### config.mk
export PLATFORM = sky130hd
export DESIGN_NAME = network_stream_loader
export DESIGN_NICKNAME = d
export VERILOG_FILES = /design/src/rtl/network_pkg.sv /design/src/rtl/result_serializer.sv /design/src/rtl/network_stream_loader.sv
export SDC_FILE = /design/constraint.sdc
export NUM_CORES = 1
export LEC_CHECK = 0
export ABC_AREA = 1
export CORE_MARGIN = 5
export CORE_UTILIZATION = 49
export DETAILED_ROUTE_END_ITERATION = 7
export PLACE_DENSITY = 0.89
export SYNTH_ARGS = -nofsm -noshare
export SYNTH_HDL_FRONTEND = slang
export SYNTH_SLANG_ARGS = --single-unit
### constraint.sdc
create_clock -name clk -period 2.49 [get_ports clk]
set_input_delay 0.249 -clock clk [delete_from_list [all_inputs] [get_ports clk]]
set_output_delay 0.249 -clock clk [all_outputs]
set_load 0.1 [all_outputs]
### src/rtl/network_pkg.sv
// Shared types and helpers for the network stream loader.
//   WORD_W    : stream word width (signed Q-format).
//   state_e   : loader FSM states.
//   region_e  : destination region of an incoming word.
//   cnt_width : width needed to count 0..n-1 (minimum 1 bit).
package network_pkg;

  localparam int unsigned WORD_W = 16;

  typedef enum logic [1:0] {LOAD, START, WAIT, DRAIN} state_e;

  typedef enum logic [1:0] {RegW, RegB, RegX} region_e;

  function automatic int unsigned cnt_width(input int unsigned n);
    return (n < 2) ? 1 : $clog2(n);
  endfunction

endpackage

### src/rtl/result_serializer.sv
// Captures the network output bus and emits it word by word on a valid/ready stream.
// Ports:
//   clk, rst_n : clock, asynchronous active-low reset.
//   capture    : load y into the result buffer and start draining from word 0.
//   y          : network output bus, word k at [k*16 +: 16].
//   m_ready    : downstream accepts the current word.
//   m_valid    : a result word is being presented.
//   m_data     : current word (0 when idle).
//   m_last     : current word is the final one (index N_Y-1).
//   done       : handshake of the final word happens this cycle.
module result_serializer
  import network_pkg::*;
#(
  parameter int unsigned N_Y = 1
) (
  input  logic                  clk,
  input  logic                  rst_n,
  input  logic                  capture,
  input  logic [N_Y*WORD_W-1:0] y,
  input  logic                  m_ready,
  output logic                  m_valid,
  output logic [WORD_W-1:0]     m_data,
  output logic                  m_last,
  output logic                  done
);

  localparam int unsigned IW = cnt_width(N_Y);

  logic [N_Y*WORD_W-1:0] res_q;
  logic [IW-1:0]         idx_q;
  logic                  active_q;
  logic                  is_last;
  logic [WORD_W-1:0]     word;

  assign is_last = (idx_q == IW'(N_Y - 1));

  always_ff @(posedge clk or negedge rst_n) begin
    if (!rst_n) begin
      res_q    <= '0;
      idx_q    <= '0;
      active_q <= 1'b0;
    end else if (capture) begin
      res_q    <= y;
      idx_q    <= '0;
      active_q <= 1'b1;
    end else if (active_q && m_ready) begin
      if (is_last) begin
        active_q <= 1'b0;
        idx_q    <= '0;
      end else begin
        idx_q <= idx_q + IW'(1);
      end
    end
  end

  // Constant-index mux keeps the select free of variable part-selects.
  always_comb begin
    word = '0;
    for (int k = 0; k < N_Y; k++) begin
      if (idx_q == IW'(k)) word = res_q[k*WORD_W +: WORD_W];
    end
  end

  assign m_valid = active_q;
  assign m_data  = active_q ? word : '0;
  assign m_last  = active_q && is_last;
  assign done    = active_q && m_ready && is_last;

endmodule

### src/rtl/network_stream_loader.sv
// Narrow-bus wrapper for the packed-parameter network block. Deserialises a 16-bit
// stream (weights, biases, inputs) into packed w/b/x buses, pulses net_start, waits
// for net_done, then serialises net_y back out on a 16-bit valid/ready stream.
// Ports:
//   clk, rst_n                     : clock, asynchronous active-low reset.
//   s_valid/s_ready/s_data/s_last  : input word stream.
//   x_only                         : sampled on word 0; frame carries only N_X inputs.
//   x_out/w_out/b_out              : packed network parameters and inputs.
//   net_start/net_done/net_y       : network control and result.
//   m_valid/m_ready/m_data/m_last  : output word stream.
//   busy                           : not idle (idle = LOAD with no partial frame).
//   frame_err                      : one-cycle pulse on a malformed frame.
module network_stream_loader
  import network_pkg::*;
#(
  parameter int unsigned N_X = 2,
  parameter int unsigned N_W = 9,
  parameter int unsigned N_B = 4,
  parameter int unsigned N_Y = 1
) (
  input  logic                  clk,
  input  logic                  rst_n,
  input  logic                  s_valid,
  output logic                  s_ready,
  input  logic [WORD_W-1:0]     s_data,
  input  logic                  s_last,
  input  logic                  x_only,
  output logic [N_X*WORD_W-1:0] x_out,
  output logic [N_W*WORD_W-1:0] w_out,
  output logic [N_B*WORD_W-1:0] b_out,
  output logic                  net_start,
  input  logic                  net_done,
  input  logic [N_Y*WORD_W-1:0] net_y,
  output logic                  m_valid,
  input  logic                  m_ready,
  output logic [WORD_W-1:0]     m_data,
  output logic                  m_last,
  output logic                  busy,
  output logic                  frame_err
);

  localparam int unsigned F_FULL = N_W + N_B + N_X;
  localparam int unsigned CW     = cnt_width(F_FULL + 1);

  state_e                state_q, state_d;
  logic [CW-1:0]         cnt_q, cnt_d;
  logic                  xo_q, xo_d;
  logic                  err_q, err_d;
  logic                  rdy_en_q;
  logic [N_X*WORD_W-1:0] x_q;
  logic [N_W*WORD_W-1:0] w_q;
  logic [N_B*WORD_W-1:0] b_q;

  logic                  xo_cur;
  logic [CW-1:0]         f_last;
  region_e               region;
  logic [CW-1:0]         slot;
  logic                  wr_en;
  logic                  capture;
  logic                  ser_done;

  // x_only applies from word 0 onwards, so word 0 uses the live pin.
  always_comb begin
    xo_cur = (cnt_q == '0) ? x_only : xo_q;
    f_last = xo_cur ? CW'(N_X - 1) : CW'(F_FULL - 1);
    if (xo_cur) begin
      region = RegX;
      slot   = cnt_q;
    end else if (cnt_q < CW'(N_W)) begin
      region = RegW;
      slot   = cnt_q;
    end else if (cnt_q < CW'(N_W + N_B)) begin
      region = RegB;
      slot   = cnt_q - CW'(N_W);
    end else begin
      region = RegX;
      slot   = cnt_q - CW'(N_W + N_B);
    end
  end

  always_comb begin
    state_d   = state_q;
    cnt_d     = cnt_q;
    xo_d      = xo_q;
    err_d     = 1'b0;
    s_ready   = 1'b0;
    net_start = 1'b0;
    wr_en     = 1'b0;
    capture   = 1'b0;
    unique case (state_q)
      LOAD: begin
        s_ready = rdy_en_q;
        if (s_valid && rdy_en_q) begin
          wr_en = 1'b1;
          if (cnt_q == '0) xo_d = x_only;
          if (cnt_q == f_last) begin
            cnt_d = '0;
            if (s_last) state_d = START;
            else        err_d   = 1'b1;
          end else if (s_last) begin
            cnt_d = '0;
            err_d = 1'b1;
          end else begin
            cnt_d = cnt_q + CW'(1);
          end
        end
      end
      START: begin
        net_start = 1'b1;
        state_d   = WAIT;
      end
      WAIT: begin
        if (net_done) begin
          capture = 1'b1;
          state_d = DRAIN;
        end
      end
      DRAIN: begin
        if (ser_done) state_d = LOAD;
      end
      default: state_d = LOAD;
    endcase
  end

  always_ff @(posedge clk or negedge rst_n) begin
    if (!rst_n) begin
      state_q  <= LOAD;
      cnt_q    <= '0;
      xo_q     <= 1'b0;
      err_q    <= 1'b0;
      rdy_en_q <= 1'b0;
    end else begin
      state_q  <= state_d;
      cnt_q    <= cnt_d;
      xo_q     <= xo_d;
      err_q    <= err_d;
      rdy_en_q <= 1'b1;
    end
  end

  // Region storage only changes in LOAD, so the buses are stable while the network runs.
  always_ff @(posedge clk or negedge rst_n) begin
    if (!rst_n) begin
      x_q <= '0;
      w_q <= '0;
      b_q <= '0;
    end else if (wr_en) begin
      for (int k = 0; k < N_W; k++) begin
        if (region == RegW && slot == CW'(k)) w_q[k*WORD_W +: WORD_W] <= s_data;
      end
      for (int k = 0; k < N_B; k++) begin
        if (region == RegB && slot == CW'(k)) b_q[k*WORD_W +: WORD_W] <= s_data;
      end
      for (int k = 0; k < N_X; k++) begin
        if (region == RegX && slot == CW'(k)) x_q[k*WORD_W +: WORD_W] <= s_data;
      end
    end
  end

  result_serializer #(
    .N_Y (N_Y)
  ) u_result_serializer (
    .clk     (clk),
    .rst_n   (rst_n),
    .capture (capture),
    .y       (net_y),
    .m_ready (m_ready),
    .m_valid (m_valid),
    .m_data  (m_data),
    .m_last  (m_last),
    .done    (ser_done)
  );

  assign x_out     = x_q;
  assign w_out     = w_q;
  assign b_out     = b_q;
  assign frame_err = err_q;
  assign busy      = !(state_q == LOAD && cnt_q == '0);

endmodule

==> key figures, run 1 <==
Outcome
  • Outcome: finished, final reports clean

Clock network
  • Max H-tree Level: 1
  • Clock latency of the later-clocked register in the worst-skew pair: 0.53 ns
  • Number of buffers created by CTS: 27
  • TritonCTS sink count: 266
  • Clock tree from TritonCTS: built
  • Master cell of the clock root buffer: sky130_fd_sc_hd__clkbuf_16
  • Clock slew seen by the registers of the worst setup and hold paths: 0.06 ns
  • Max Buffers Root-to-Sink: 3

Yosys
  • Top FF cell, synth: sky130_fd_sc_hd__dfrtp_1
  • Number of distinct library cells after synthesis: 28
  • Largest area contributor in the netlist: sky130_fd_sc_hd__dfrtp_1
  • Ranking of synthesized cells by instance count: 465 x sky130_fd_sc_hd__nand2_1, 266 x sky130_fd_sc_hd__dfrtp_1, 164 x sky130_fd_sc_hd__nand4_1, 62 x sky130_fd_sc_hd__o21ai_0, 53 x sky130_fd_sc_hd__clkbuf_1
  • Syn Inst Count: 1204
  • Share of the yosys chip area belonging to registers: 0.5982
  • Syn nets: 1249
  • Ranking of synthesized cells by area: sky130_fd_sc_hd__dfrtp_1 60%, sky130_fd_sc_hd__nand2_1 16%, sky130_fd_sc_hd__nand4_1 9.2%
  • Number of enable flip-flop cells after synthesis: 0
  • Fraction of synthesis flops using an asynchronous set or reset pin: 1.000
  • Count leader, synth: sky130_fd_sc_hd__nand2_1
  • Count of yosys warnings during synthesis: 0
  • Synth Cell Area: 0.01113 sq mm
  • Post-synthesis average cell area: 9.242 sq um
  • Proportion of netlist area held by the largest area contributor: 0.5982
  • Register bit count reported by yosys: 266

Global routing
  • Largest net degree at the start of global routing: 85
  • Wire length of the first global-routing pass: 57790 microns
  • Total grt overflow: 0
  • Number of antenna violations at the first check in global routing: 0
  • Via count of the first global-routing pass: 10.18k
  • Global-route usage over all layers: 0.2776

Worst hold path
  • Worst min-delay path category: input pin to asynchronous set/reset pin

Layout
  • Share of final-layout standard cells stronger than drive strength 1: 0.2682
  • Combined area of the multi-input logic cells: 0.003816 sq mm
  • Count of fill cells added during filler insertion: 1694
  • Layout-stage area growth over the synthesis result: 34.21%
  • Post-layout nets: 1549
  • Combined flip-flop and latch cell area: 0.006656 sq mm
  • Diodes inserted: 0

Worst setup path
  • Bufs and invs on worst path: 3
  • Setup CP Type: register to register
  • Depth of the worst register-to-register path: 14
  • Worst path required time: 2.89 ns
  • Arrival time reported for the critical path endpoint: 2.69 ns
  • Cell type group with the largest total delay on the critical path: simple AND/OR/NAND/NOR gates
  • Sort of element at the end of the critical path: register
  • Worst path slowest cell: sky130_fd_sc_hd__dfrtp_1
  • CP Max Fanout: 32
  • Cell count along the critical path: 14
  • Most repeated library cell on the critical path: sky130_fd_sc_hd__nand2_1
  • Cell breakdown of the critical path: clkinv_1 > ha_2 > inv_2 > nand2_1 > nand2_4 > nand2_1 > nand2_1 > nand2_1 > nand2_2 > nor2_4 > nand2_1 > buf_4 > nand2_1 > o21ai_0
  • CP Launch Type: register
  • Delay of the slowest cell on the worst path: 0.38 ns

Timing
  • Final period demand of the worst path: 2.290 ns
  • Maximum clock skew at final layout: 0.01409 ns
  • Number of hold violations in the final report: 0
  • Transition time of the tightest slew-check pin: 0.7019 ns
  • Slew Limit Headroom: 0.5310
  • Number of pins with negative max-slew slack in the final report: 0
  • Min Hold Slack: 0.3042 ns
  • Setup violators final: 0
  • Period Utilization, post-route: 0.9198
  • Setup repair after global routing missed its margin: no
  • Maximum clock frequency: 436.6 MHz

Placement
  • Final estimated routing congestion in global placement: 0.9074
  • I/O Buffers: 300
  • Total half-perimeter wirelength after legalization and detailed placement: 24640 microns

Floorplan
  • Chip Height: 160.7 microns
  • Die X: 160.7 microns
  • Die Outline Area: 0.02582 sq mm
  • IO Pins: 301
  • Standard-cell row count: 55
  • Initial Util: 0.4945
  • Area of the core region: 0.02250 sq mm

Routing
  • Pre-Repair DR Iteration Count: 6
  • Detailed-route wire length: 36750 microns
  • Post-route ant nets: 0
  • Vias/cell: 5.639
  • DRC Markers: 0
  • Initial DRC Count: 862
  • WL per Instance: 20.35 microns
  • DR vias: 10.18k

Flow run
  • # Max-Cap Violations: 0
## metrics by stage
| step | utilization | cell area (sq um) | TNS (ns) | cells | setup slack, ns |
|---|---|---|---|---|---|
| 6_report | 0.6636 | 14930 | 0 | 1806 | 0.1997 |
| 4_1_cts | 0.6587 | 14820 | -0.004340 | 1802 | -0.004340 |
| 3_5_place_dp | 0.6183 | 13910 | 0 | 1755 | 0.01602 |
| 2_1_floorplan | - | 11130 | 0 | 1204 | 0.05597 |
| 3_3_place_gp | 0.6183 | 13910 | 0 | 1755 | 0.1489 |
| 5_1_grt | 0.6636 | 14930 | 0 | 1806 | 0.0001070 |
## cells by family (layout without fill, tap and decap cells)
group                      Yosys count  after routing  synth area share
and+or+nand+nor                    672            672            0.2732
DFF                                266            266            0.5982
buffers and inverters              150            467           0.06241
AOI/OAI and AO/OA                   92             92           0.04206
muxes                               16             16           0.01619
adders and majority gates            6              6          0.006747
other                                1              1         0.0003370
xor gates and xnor gates             1              1         0.0007873
## worst register-to-register path: cells and delay by family (launching register included)
kind	cells	cell delay [ns]
AOI/OAI and AO/OA	1	0.08
adders and majority gates	1	0.25
buffers and inverters	3	0.38
DFF	1	0.38
and+or+nand+nor	9	1.09
## cells in the final DEF (no fill, tap or decap), types with 2 or more instances in the layout
cell type,Yosys,final
sky130_fd_sc_hd__a21oi_1,4,4
sky130_fd_sc_hd__buf_12,0,7
sky130_fd_sc_hd__buf_4,8,319
sky130_fd_sc_hd__buf_6,9,2
sky130_fd_sc_hd__bufinv_16,0,4
sky130_fd_sc_hd__clkbuf_1,53,3
sky130_fd_sc_hd__clkbuf_16,0,29
sky130_fd_sc_hd__clkbuf_8,0,2
sky130_fd_sc_hd__clkdlybuf4s50_1,0,37
sky130_fd_sc_hd__clkinv_2,0,6
sky130_fd_sc_hd__clkinvlp_4,0,3
sky130_fd_sc_hd__dfrtp_1,266,266
sky130_fd_sc_hd__ha_1,6,5
sky130_fd_sc_hd__inv_1,48,48
sky130_fd_sc_hd__inv_6,0,2
sky130_fd_sc_hd__mux2_2,16,16
sky130_fd_sc_hd__nand2_1,465,465
sky130_fd_sc_hd__nand2_2,4,3
sky130_fd_sc_hd__nand3_1,21,21
sky130_fd_sc_hd__nand3_4,0,3
sky130_fd_sc_hd__nand4_1,164,164
sky130_fd_sc_hd__nor2_1,7,7
sky130_fd_sc_hd__nor2_4,4,6
sky130_fd_sc_hd__o21a_1,2,2
sky130_fd_sc_hd__o21ai_0,62,62
sky130_fd_sc_hd__o21ai_1,22,22
sky130_fd_sc_hd__o22ai_1,2,2
## routing by layer
layer / vias up / track usage / part of all wire
li1: 4592 / - / -
met1: 4904 / 0.3707 / 0.39
met2: 631 / 0.4495 / 0.47
met3: 57 / 0.08032 / 0.11
met4: 0 / 0.07484 / 0.027
met5: - / 0 / 0
## cell type report
cell class                 instances  share of cell area
sequential                       266              0.4457
timing repair buffer             369              0.2011
multi-input combinational        788              0.2556
clock buffer                      32             0.04784
inverter                          52             0.01366
clock inverter                    14             0.01223
tap                              285             0.02388
## flip-flops by register name, summed over array words and instances, names as in the netlist
signal / cells
w_out: 144
state_q: 2
u_result_serializer.m_valid: 1
frame_err: 1
rdy_en_q: 1
cnt_q: 4
u_result_serializer.res_q: 16
x_out: 32
xo_q: 1
b_out: 64
## path summary, 6_finish.rpt
kind | start | endpoint | slack (ns)
max in group asynchronous | rst_n | w_out[5]$_DFFE_PN0P_ | 1.38
setup / recovery | cnt_q[0]$_DFFE_PN0P_ | w_out[88]$_DFFE_PN0P_ | 0.20
setup reg to reg | cnt_q[0]$_DFFE_PN0P_ | w_out[88]$_DFFE_PN0P_ | 0.20
hold reg to reg | b_out[33]$_DFFE_PN0P_ | b_out[33]$_DFFE_PN0P_ | 0.47
hold / removal | rst_n | x_out[22]$_DFFE_PN0P_ | 0.30
min in group clk | net_y[5] | u_result_serializer.res_q[5]$_DFFE_PN0P_ | 0.33
## timing repair
item | 4_1_cts | 5_1_grt
buffers inserted | 0 | 2
pin swaps | 0 | 1
hold endpoints to repair | 78 | 0
endpoints found under the setup margin | 1 | 174
gates cloned | 0 | 2
gates resized for setup | 0 | 11
hold buffers | 1 | 0
Power of run 1 is not shown: default switching activity piles up to over one toggle a cycle in this logic, so the estimate is an artifact.
==> run 2, diff against run 1 <==
--- a/config.mk
+++ b/config.mk
@@ -10,6 +10,7 @@
 export CORE_UTILIZATION = 49
 export DETAILED_ROUTE_END_ITERATION = 7
 export PLACE_DENSITY = 0.89
+export SKIP_CTS_REPAIR_TIMING = 1
 export SYNTH_ARGS = -nofsm -noshare
 export SYNTH_HDL_FRONTEND = slang
 export SYNTH_SLANG_ARGS = --single-unit
==> run 2 against run 1 <==
- global-route usage about the same
- non-clock buffer count is the same
- count of clock-buffer cells in the layout unchanged
- sequential share of layout area stayed put
- fmax rose by 0.13%
- final cell count is the same
- cell area unchanged
- core utilization did not move
- critical endpoint is now w_out[12]$_DFFE_PN0P_
==> key figures, run 2 (same netlist as run 1, synthesis figures left out) <==
Outcome
  • Outcome: finished, final reports clean

Routing
  • Detailed-route wire length: 36720 microns (about the same)
  • Sum of met2 wire segment lengths after detailed routing: 17360 microns (+0.27%)
  • Initial DRC Count: 834 (-3.2%)
  • Vias/cell: 5.630 (-0.16%)
  • Pre-Repair DR Iteration Count: 5 (-1)
  • DRC Markers: 0 (unchanged)
  • Post-route ant nets: 0 (unchanged)
  • WL per Instance: 20.33 microns (about the same)
  • DR vias: 10.17k (-0.16%)
  • Total met3 wirelength after detailed routing: 3985 microns (-4.1%)
  • Uppermost layer routed: met4
  • Detailed-routing wirelength on met1: 14440 microns (+1.2%)

Placement
  • Post-placement setup slack: 0.01602 ns (unchanged)
  • I/O Buffers: 300 (unchanged)
  • Total half-perimeter wirelength after legalization and detailed placement: 24640 microns (unchanged)
  • Final estimated routing congestion in global placement: 0.9074 (unchanged)

Layout
  • Diodes inserted: 0 (unchanged)
  • Share of final-layout standard cells stronger than drive strength 1: 0.2682 (unchanged)
  • Max reg flops: 144 (unchanged)
  • Most used cells in the layout excluding fill and tap cells: 465 x sky130_fd_sc_hd__nand2_1, 319 x sky130_fd_sc_hd__buf_4, 266 x sky130_fd_sc_hd__dfrtp_1, 164 x sky130_fd_sc_hd__nand4_1, 62 x sky130_fd_sc_hd__o21ai_0
  • Most common cell after layout, fill and taps aside: sky130_fd_sc_hd__nand2_1
  • Layout-stage area growth over the synthesis result: 34.21% (unchanged)
  • Fraction of the core area covered by cells at the end of the flow: 0.6636 (unchanged)
  • Post-layout nets: 1549 (unchanged)
  • Count of fill cells added during filler insertion: 1694 (unchanged)

Worst setup path
  • CP Launch Type: register
  • Setup CP Type: register to register
  • Delay of the slowest cell on the worst path: 0.35 ns (-0.03 ns)
  • Worst path required time: 2.90 ns (about the same)
  • Cell count along the critical path: 15 (+1)
  • Worst path slowest cell: sky130_fd_sc_hd__dfrtp_1
  • Arrival time reported for the critical path endpoint: 2.70 ns (about the same)
  • Bufs and invs on worst path: 4 (+1)
  • CP Max Fanout: 17 (-47%)
  • Depth of the worst register-to-register path: 15 (+1)
  • Most repeated library cell on the critical path: sky130_fd_sc_hd__nand2_1
  • Cell type group with the largest total delay on the critical path: simple AND/OR/NAND/NOR gates
  • Cell breakdown of the critical path: clkinv_1 > ha_2 > inv_2 > nand2_1 > nand2_4 > nand2_1 > nand2_1 > nand2_1 > nand2_2 > nand2_1 > inv_6 > nand3_1 > buf_4 > nand2_1 > nand2_1
  • Sort of element at the end of the critical path: register

Worst hold path
  • Worst min-delay path category: input pin to asynchronous set/reset pin

Clock network
  • Clock slew seen by the registers of the worst setup and hold paths: 0.06 ns (about the same)
  • Max H-tree Level: 1 (unchanged)
  • TritonCTS sink count: 266 (unchanged)
  • Clock tree from TritonCTS: built
  • Number of buffers created by CTS: 27 (unchanged)
  • Clock latency of the later-clocked register in the worst-skew pair: 0.53 ns (about the same)
  • Max Buffers Root-to-Sink: 3 (unchanged)
  • Master cell of the clock root buffer: sky130_fd_sc_hd__clkbuf_16

Timing
  • Slew Limit Headroom: 0.5272 (-0.003783)
  • Transition time of the tightest slew-check pin: 0.7075 ns (+0.005662 ns)
  • Setup violators final: 0 (unchanged)
  • Period Utilization, post-route: 0.9186 (-0.001209)
  • Number of pins with negative max-slew slack in the final report: 0 (unchanged)
  • Number of hold violations in the final report: 0 (unchanged)
  • Accumulated negative setup slack: 0 ns (unchanged)
  • Maximum clock skew at final layout: 0.005375 ns (-0.008718 ns)
  • Maximum clock frequency: 437.2 MHz (+0.13%)
  • Final period demand of the worst path: 2.287 ns (-0.003011 ns)
  • Final worst slack: 0.2027 ns (+0.003011 ns)
  • Setup repair after global routing missed its margin: no

Global routing
  • Wire length of the first global-routing pass: 57770 microns (about the same)
  • Total grt overflow: 0 (unchanged)
  • Global-route usage over all layers: 0.2776 (about the same)
  • Largest net degree at the start of global routing: 85 (unchanged)
  • Number of antenna violations at the first check in global routing: 0 (unchanged)
  • Via count of the first global-routing pass: 10.18k (+0.0098%)

Floorplan
  • Die X: 160.7 microns (unchanged)
  • Initial Util: 0.4945 (unchanged)
  • Chip Height: 160.7 microns (unchanged)
  • Area of the core region: 0.02250 sq mm (unchanged)
  • Die Outline Area: 0.02582 sq mm (unchanged)
  • Standard-cell row count: 55 (unchanged)
  • IO Pins: 301 (unchanged)

Flow run
  • # Max-Cap Violations: 0 (unchanged)
[run 2: layout make-up]
cell class	instances	area [sq um]	area share
Tap cell	285	356.6	0.02388
Inverter	52	203.9	0.01366
Clock buffer	32	714.4	0.04784
Sequential cell	266	6656	0.4457
Multi-Input combinational cell	788	3816	0.2556
Clock inverter	14	182.7	0.01223
Timing Repair Buffer	369	3003	0.2011
[run 2: worst paths after layout]
path	startpoint	endpoint	slack (ns)
max in group asynchronous	rst_n	b_out[46]$_DFFE_PN0P_	1.38
setup reg to reg	cnt_q[0]$_DFFE_PN0P_	w_out[12]$_DFFE_PN0P_	0.20
setup / recovery	cnt_q[0]$_DFFE_PN0P_	w_out[12]$_DFFE_PN0P_	0.20
hold reg to reg	b_out[33]$_DFFE_PN0P_	b_out[33]$_DFFE_PN0P_	0.47
hold / removal	rst_n	x_out[22]$_DFFE_PN0P_	0.31
min in group clk	net_y[5]	u_result_serializer.res_q[5]$_DFFE_PN0P_	0.34
[run 2: stage by stage]
stage	instances	area (sq um)	hold slack, ns
after floorplan	1204	11130	-0.04659
after global placement	1755	13910	0.3018
after detailed placement	1755	13910	0.3064
after CTS	1801	14810	-0.2530
after global routing	1806	14930	0.3216
final	1806	14930	0.3086
[run 2: per-layer routing]
layer / vias up / track usage
met1: 4920 / 0.3705
met3: 57 / 0.08032
li1: 4595 / -
met4: 0 / 0.07484
met5: - / 0
met2: 596 / 0.4495
Power of run 2 is left out for the same reason.
